--- src/rtl/control_stage_if.sv ---
// FSM/CSR-facing bundle of the CONTROL stage: stage handshake, PC inputs and trap state outputs.
// The sequencer side drives through master; the stage itself sits on slave.
interface control_stage_if #(
    parameter int XLEN = 32
);
    logic            active;
    logic [1:0]      control_op;
    logic [2:0]      fault_num;
    logic [XLEN-1:0] next_pc;
    logic [XLEN-1:0] mtvec;
    logic            mie;
    logic            done;
    logic [XLEN-1:0] pc;
    logic [XLEN-1:0] mepc;
    logic [XLEN-1:0] mcause;
    logic            trap_entry;

    modport master (
        output active, control_op, fault_num, next_pc, mtvec, mie,
        input  done, pc, mepc, mcause, trap_entry
    );

    modport slave (
        input  active, control_op, fault_num, next_pc, mtvec, mie,
        output done, pc, mepc, mcause, trap_entry
    );
endinterface

--- src/rtl/control_stage.sv ---
// CONTROL stage: owns the architectural PC, advances it or redirects it to the trap vector, records mepc/mcause.
// Latency: active rise to done is 2 cycles for normal, 4 for trap/interrupt; done is held until active drops.
module control_stage #(
    parameter int              XLEN     = 32,
    parameter logic [XLEN-1:0] RESET_PC = '0
) (
    input  logic clk,
    input  logic reset_n,
    control_stage_if.slave bus
);
    typedef enum logic [2:0] {
        S_IDLE,
        S_DECODE,
        S_SAVE,
        S_VECTOR,
        S_DONE
    } state_t;

    localparam logic [1:0] OP_TRAP    = 2'b00;
    localparam logic [1:0] OP_EXT_INT = 2'b01;
    localparam logic [1:0] OP_SW_INT  = 2'b10;
    localparam logic [1:0] OP_NORMAL  = 2'b11;

    state_t          state;
    logic [1:0]      op_q;
    logic [2:0]      fn_q;
    logic            mie_q;
    logic            first;
    logic            done_q;
    logic            trap_entry_q;
    logic [XLEN-1:0] pc_q;
    logic [XLEN-1:0] mepc_q;
    logic [XLEN-1:0] mcause_q;

    // An interrupt with the global enable clear retires like a normal instruction.
    logic take_normal;
    assign take_normal = (op_q == OP_NORMAL) ||
                         ((op_q == OP_EXT_INT || op_q == OP_SW_INT) && !mie_q);

    always_ff @(posedge clk or negedge reset_n) begin
        if (!reset_n) begin
            state        <= S_IDLE;
            op_q         <= OP_NORMAL;
            fn_q         <= '0;
            mie_q        <= 1'b0;
            first        <= 1'b1;
            done_q       <= 1'b0;
            trap_entry_q <= 1'b0;
            pc_q         <= RESET_PC;
            mepc_q       <= '0;
            mcause_q     <= '0;
        end else begin
            trap_entry_q <= 1'b0;
            case (state)
                S_IDLE: begin
                    done_q <= 1'b0;
                    if (bus.active) begin
                        op_q  <= bus.control_op;
                        fn_q  <= bus.fault_num;
                        mie_q <= bus.mie;
                        state <= S_DECODE;
                    end
                end
                S_DECODE: begin
                    if (take_normal) begin
                        // Until something has retired, pc already names the instruction to fetch.
                        if (!first) begin
                            pc_q <= bus.next_pc;
                        end
                        first  <= 1'b0;
                        done_q <= 1'b1;
                        state  <= S_DONE;
                    end else begin
                        state <= S_SAVE;
                    end
                end
                S_SAVE: begin
                    if (op_q == OP_TRAP) begin
                        mepc_q   <= pc_q;
                        mcause_q <= {{(XLEN-4){1'b0}}, 1'b0, fn_q};
                    end else begin
                        mepc_q   <= first ? pc_q : bus.next_pc;
                        mcause_q <= {1'b1, {(XLEN-5){1'b0}},
                                     (op_q == OP_EXT_INT) ? 4'd11 : 4'd3};
                    end
                    trap_entry_q <= 1'b1;
                    state        <= S_VECTOR;
                end
                S_VECTOR: begin
                    pc_q   <= bus.mtvec & {{(XLEN-2){1'b1}}, 2'b00};
                    first  <= 1'b0;
                    done_q <= 1'b1;
                    state  <= S_DONE;
                end
                S_DONE: begin
                    if (!bus.active) begin
                        done_q <= 1'b0;
                        state  <= S_IDLE;
                    end
                end
                default: begin
                    done_q <= 1'b0;
                    state  <= S_IDLE;
                end
            endcase
        end
    end

    assign bus.done       = done_q;
    assign bus.trap_entry = trap_entry_q;
    assign bus.pc         = pc_q;
    assign bus.mepc       = mepc_q;
    assign bus.mcause     = mcause_q;
endmodule

--- src/flat_wrapper.sv ---
// flat-port wrapper written by rule: the top's interface ports become plain ports
module control_stage_flat 
#(
    parameter int              XLEN     = 32,
    parameter logic [XLEN-1:0] RESET_PC = '0
)
  (clk, reset_n, bus_active, bus_control_op, bus_fault_num, bus_next_pc, bus_mtvec, bus_mie, bus_done, bus_pc, bus_mepc, bus_mcause, bus_trap_entry);
  control_stage_if #(.XLEN(XLEN)) bus_i ();
  input  logic clk;
  input  logic reset_n;
  input wire logic [$bits(bus_i.active)-1:0] bus_active;
  input wire logic [$bits(bus_i.control_op)-1:0] bus_control_op;
  input wire logic [$bits(bus_i.fault_num)-1:0] bus_fault_num;
  input wire logic [$bits(bus_i.next_pc)-1:0] bus_next_pc;
  input wire logic [$bits(bus_i.mtvec)-1:0] bus_mtvec;
  input wire logic [$bits(bus_i.mie)-1:0] bus_mie;
  output wire logic [$bits(bus_i.done)-1:0] bus_done;
  output wire logic [$bits(bus_i.pc)-1:0] bus_pc;
  output wire logic [$bits(bus_i.mepc)-1:0] bus_mepc;
  output wire logic [$bits(bus_i.mcause)-1:0] bus_mcause;
  output wire logic [$bits(bus_i.trap_entry)-1:0] bus_trap_entry;
  assign bus_i.active = bus_active;
  assign bus_i.control_op = bus_control_op;
  assign bus_i.fault_num = bus_fault_num;
  assign bus_i.next_pc = bus_next_pc;
  assign bus_i.mtvec = bus_mtvec;
  assign bus_i.mie = bus_mie;
  assign bus_done = bus_i.done;
  assign bus_pc = bus_i.pc;
  assign bus_mepc = bus_i.mepc;
  assign bus_mcause = bus_i.mcause;
  assign bus_trap_entry = bus_i.trap_entry;
  control_stage #(.XLEN(XLEN), .RESET_PC(RESET_PC)) u_core (.clk(clk), .reset_n(reset_n), .bus(bus_i));
endmodule
--- config.mk ---
export PLATFORM = sky130hd
export DESIGN_NAME = control_stage_flat
export DESIGN_NICKNAME = d
export VERILOG_FILES = /design/src/rtl/control_stage_if.sv /design/src/rtl/control_stage.sv /design/src/flat_wrapper.sv
export SDC_FILE = /design/constraint.sdc
export NUM_CORES = 1
export LEC_CHECK = 0
export ABC_CLOCK_PERIOD_IN_PS = 2500
export CAP_MARGIN = 30
export CORE_MARGIN = 5
export CORE_UTILIZATION = 31
export DETAILED_ROUTE_END_ITERATION = 8
export GPL_TIMING_DRIVEN = 0
export PLACE_DENSITY = 0.59
export REMOVE_ABC_BUFFERS = 1
export SLEW_MARGIN = 40
export SYNTH_ARGS = -nofsm -noshare
export SYNTH_HDL_FRONTEND = slang
export SYNTH_SLANG_ARGS = --single-unit
export TNS_END_PERCENT = 30
--- constraint.sdc ---
create_clock -name clk -period 2.5 [get_ports clk]
set_input_delay 0.5 -clock clk [delete_from_list [all_inputs] [get_ports clk]]
set_output_delay 0.5 -clock clk [all_outputs]
set_load 0.005 [all_outputs]
== After elaboration in Yosys (flattened, before gate mapping) ==
Index checks and enable logic that the tools add are counted.
Storage, ports and cells
  flip-flop bits (word level): 108
  logic and storage cells: 48
Operators by class
  eq/ne operators: 10
  multiplexer cells: 16
  bitwise operators: 1
  reductions and logical operators: 11
Operator list (number)
  $mux W32: 4
  $pmux W32 S2: 1
  $pmux W3 S5: 1
  $mux W3: 3
  $eq A3 B2 Y1 const B: 2
  $reduce_and A2 Y1: 3
  $eq A2 B2 Y1 const B: 2
  $mux W1: 4
  $mux W4: 1
  $ne A2 B2 Y1 const B: 2
  $pmux W1 S4: 1
  $eq A3 B1 Y1 const B: 1
  $eq A3 B3 Y1 const B: 1
  $logic_not A3 Y1: 1
  $reduce_and A3 Y1: 1
  $eq A2 B1 Y1 const B: 1
  $logic_not A2 Y1: 1
  $logic_or A1 B1 Y1: 2
  $ne A2 B1 Y1 const B: 1
  $pmux W1 S2: 1
  $reduce_bool A2 Y1: 1
  $logic_and A1 B1 Y1: 1
  $logic_not A1 Y1: 1
  $not A1 Y1: 1

== Logic depth before layout (Yosys ltp) ==
  depth after elaboration: 6
  depth in mapped cells: 7

== Worst setup path before layout ==
Ideal clock, no wire load.
  kind: reg-to-reg
  start point: register u_core.op_q[0]
  end point: register u_core.pc_q[10], in the netlist u_core.bus.pc[10]
  data arrival time: 1.678 ns
  data required time: 2.363 ns
  path slack: 0.685 ns
  cell stages (with the launch flop): 8
  buffers on the path: 1
  clock period less this slack: 1.815 ns
  path through: dfstp_2 > inv_1 > ha_1 > nor2b_1 > o211ai_4 > buf_6 > mux2i_1 > a21oi_1
On the way
  cells in the longest elaborated chain, start to end: 6
  elaborated cells on any way between the ends: 8
RTL lines
  from (decl): RTL line control_stage.sv:25  | logic [1:0] op_q;
  from (signal assigned): RTL line control_stage.sv:58  | op_q <= bus.control_op;
  $eq A2 B1 Y1 / $eq A2 B2 Y1 (equally long branches): RTL line control_stage.sv:38  | ((op_q == OP_EXT_INT || op_q == OP_SW_INT) && !mie_q);
  $logic_or A1 B1 Y1: RTL line control_stage.sv:38
  $logic_and A1 B1 Y1: RTL line control_stage.sv:38
  $logic_or A1 B1 Y1 *: RTL line control_stage.sv:37  | assign take_normal = (op_q == OP_NORMAL) ||
  $ne A2 B1 Y1 (no source line) *
  $reduce_and A2 Y1 (no source line) *
  to (signal assigned): RTL line control_stage.sv:68  | pc_q <= bus.next_pc;
  to (signal assigned): RTL line control_stage.sv:90  | pc_q <= bus.mtvec & {{(XLEN-2){1'b1}}, 2'b00};
  to (decl): RTL line control_stage.sv:31  | logic [XLEN-1:0] pc_q;
Mark *: on every way between the ends. The rest lies on a longest branch, timed or not.
A chain may end at the register's enable or synchronous reset.

== Worst setup path in the final report ==
  start point: register u_core.op_q[0]
  end point: register u_core.pc_q[14], in the netlist u_core.bus.pc[14]
Same word-level chain as after synthesis.

==> metrics.md <==
| Metric | Value |
|---|---|
| Peak VDD IR | `429 uV` |
| Core ar. | `0.0125 sq mm` |
| Fmax | `0.448 GHz` |
| Worst setup SP type | `flip-flop` |
| Crit path to | `u_core.bus.pc[14]` |
| Full die area | `0.0151 sq mm` |
| Number of distinct library cells after synthesis | `33` |
| Launch point of the worst reg-to-reg path | `u_core.op_q[0]` |
| Root Driver | `clkbuf_16` |
| # DRC | `0` |
| Max-cap violations | `0` |
| Largest net degree at the start of global routing | `51` |
| Initial antenna violation count | `0` |
| Worst Path Class, Setup | `reg -> reg` |
| DIE WIDTH | `123 um` |
| DR iter-0 viols | `126` |
| Post-layout power | `7.12 mW` |
| Initial Utilization | `31.5%` |
| Tightest Pin Transition | `0.560 ns` |
| Skew-Pair Late Insertion Delay | `0.33 ns` |
| Synth Instances | `372` |
| P_leak | `2.69 nW` |
| Site row count | `41` |
| Unrepaired setup endpoints after global routing | `no` |
| Rel. slew slack | `62.5%` |
| Share of layout cells above drive strength 1 | `7.72%` |
| Postcts setup bufs | `0` |
| Util after Layout | `46.1%` |
| Wire per inst | `14.8 um` |
| EDFF count, synth | `0` |
| Most frequent cells in the layout | `clkdlybuf4s50_1 (140), dfrtp_1 (78), nor2_1 (70)` |
| Placed cells | `677` |
| Final period utilization | `89.2%` |
| Die H | `123 um` |
| CP arrival | `2.44 ns` |
| Pre-antenna DRT Iters | `5` |
| PD cells | `1230 mW/mm^2` |
| Async set or reset register ratio after synthesis | `100%` |
| Max-slew violations | `0` |
| Grt ovf | `0` |
| Clock-pin slew on the worst setup and hold paths | `0.06 ns` |
| Routed wire length | `10200 um` |
| Hold Slack | `0.0419 ns` |
| Pre-CTS setup slack | `0.242 ns` |
| ANT nets after route | `0` |
| Vias in the first global route | `3131` |
| Global placement routability congestion | `0.741` |
| CTS tree | `done` |
| Final hold viol count | `0` |
| Nets | `592` |
| Yosys reg bits | `81` |
| DP Area | `0.00552 sq mm` |
| Worst EP required | `2.71 ns` |
| Status | `completed` |
| R2R depth | `8` |
| Register-to-register setup slack | `0.27 ns` |
| DR vias | `3053` |
| TritonCTS Buffers | `9` |
| R2r endpoint | `u_core.bus.pc[14]` |
| CTS resizes | `0` |
| Hold Crit Class | `in -> async` |
| Critical Path Sink Type | `flip-flop` |
| Final instance count without filler cells | `690` |
| Setup ws final | `0.270 ns` |
| # fillers | `1233` |
| Final HPWL DP | `7800 um` |
| Crit path from | `u_core.op_q[0]` |
| # diodes | `0` |
| CTS sink count | `81` |
| Layout Skew | `0.00401 ns` |
| Seq/Total Area, Yosys | `51.6%` |
| Mean Syn Cell Area | `10.6 sq um` |
| # port buffers | `141` |
| Crit Path Max Fanout | `8` |
| Area grow syn2layout | `46.4%` |
| Final setup TNS | `0 ns` |
| Synthesis Warnings | `0` |
| Primary FF master, synth | `dfrtp_1` |
| Design area | `0.00577 sq mm` |
| First-pass GRT wire length | `16200 um` |
| I/O pins | `171` |
| # hold bufs at CTS | `0` |
| Commonest non-fill, non-tap cell in the layout | `clkdlybuf4s50_1` |
| Post-DR vias/cell | `4.42` |
| H-Tree Level Count | `3` |
| Final min period | `2.23 ns` |
| GRT Total Usage | `13.7%` |
| Mapped Area | `0.00394 sq mm` |
| Max Root-Sink Buffers | `2` |
| Final setup vio count | `0` |
-- metal layers --
layer | vias up | track usage [%] | part of all wire [%]
li1 | 1500 | - | -
met1 | 1441 | 18.1 | 44
met2 | 101 | 22.0 | 48
met3 | 11 | 3.09 | 6.6
met4 | 0 | 5.25 | 1.6
met5 | - | 0 | 0
-- worst max-delay path: stages (launching register included) --
cell      delay [ns]
dfstp_2         0.54
inv_1           0.06
ha_1            0.27
nor2b_1         0.16
o211ai_4        0.41
buf_8           0.22
buf_8           0.16
mux2i_1         0.20
a21oi_1         0.09
-- cell usage after synthesis (all sizes together), types with 3 or more instances --
library cell / instances / area share, %
mux2i: 66 / 17
mux2: 3 / 1.0
inv: 8 / 0.76
clkbuf: 5 / 0.57
o21ai: 6 / 0.76
ha: 3 / 0.95
nor2: 71 / 6.8
nand2: 5 / 0.48
dfrtp: 78 / 50
a21oi: 62 / 7.9
buf: 45 / 8.6
dfstp: 3 / 2.0
-- where the power goes --
group | internal (mW) | switching [mW] | total, mW | leakage (nW)
Combinational | 2.06 | 1.52 | 3.58 | 1.66
Clock | 0.681 | 0.480 | 1.16 | 0.124
Sequential | 1.96 | 0.424 | 2.38 | 0.906
-- final cells by class --
| cell class | instances | area [sq um] | share of cell area [%] |
|---|---|---|---|
| Clock buffer | 12 | 246 | 4.27 |
| Clock inverter | 1 | 5.00 | 0.0868 |
| Inverter | 8 | 30.0 | 0.521 |
| Multi-Input combinational cell | 259 | 1630 | 28.3 |
| Sequential cell | 81 | 2030 | 35.2 |
| Tap cell | 172 | 215 | 3.73 |
| Timing Repair Buffer | 157 | 1610 | 27.9 |
-- state kept, by name, summed over array words and instances, names as in the netlist --
signal,count
u_core.bus.trap_entry,1
u_core.bus.mepc,32
u_core.mie_q,1
u_core.bus.mcause,5
u_core.op_q,2
u_core.bus.pc,32
u_core.fn_q,3
u_core.bus.done,1
u_core.first,1
u_core.state,3
-- cell families (layout without fill, tap and decap cells) --
logic type / count (synthesis) / in the layout / synth area share, %
compound gates: 73 / 73 / 9.88
fa+ha+maj: 3 / 3 / 0.953
buf+inv: 58 / 178 / 9.91
flops: 81 / 81 / 51.6
mux: 69 / 69 / 17.8
other cells: 1 / 27 / 0.0952
simple gates: 87 / 87 / 9.78
-- worst min path at each step --
stage,startpoint,endpoint,depth (start not counted)
after global placement,u_core.bus.mcause[3],u_core.bus.mcause[3],1
after floorplan,reset_n,u_core.bus.done,0
after detailed placement,reset_n,u_core.bus.mepc[24],1
final,reset_n,u_core.bus.mepc[24],1
after global routing,reset_n,u_core.bus.mepc[24],1
after CTS,reset_n,u_core.bus.mepc[24],1
Power figures use the tool's default switching activity.
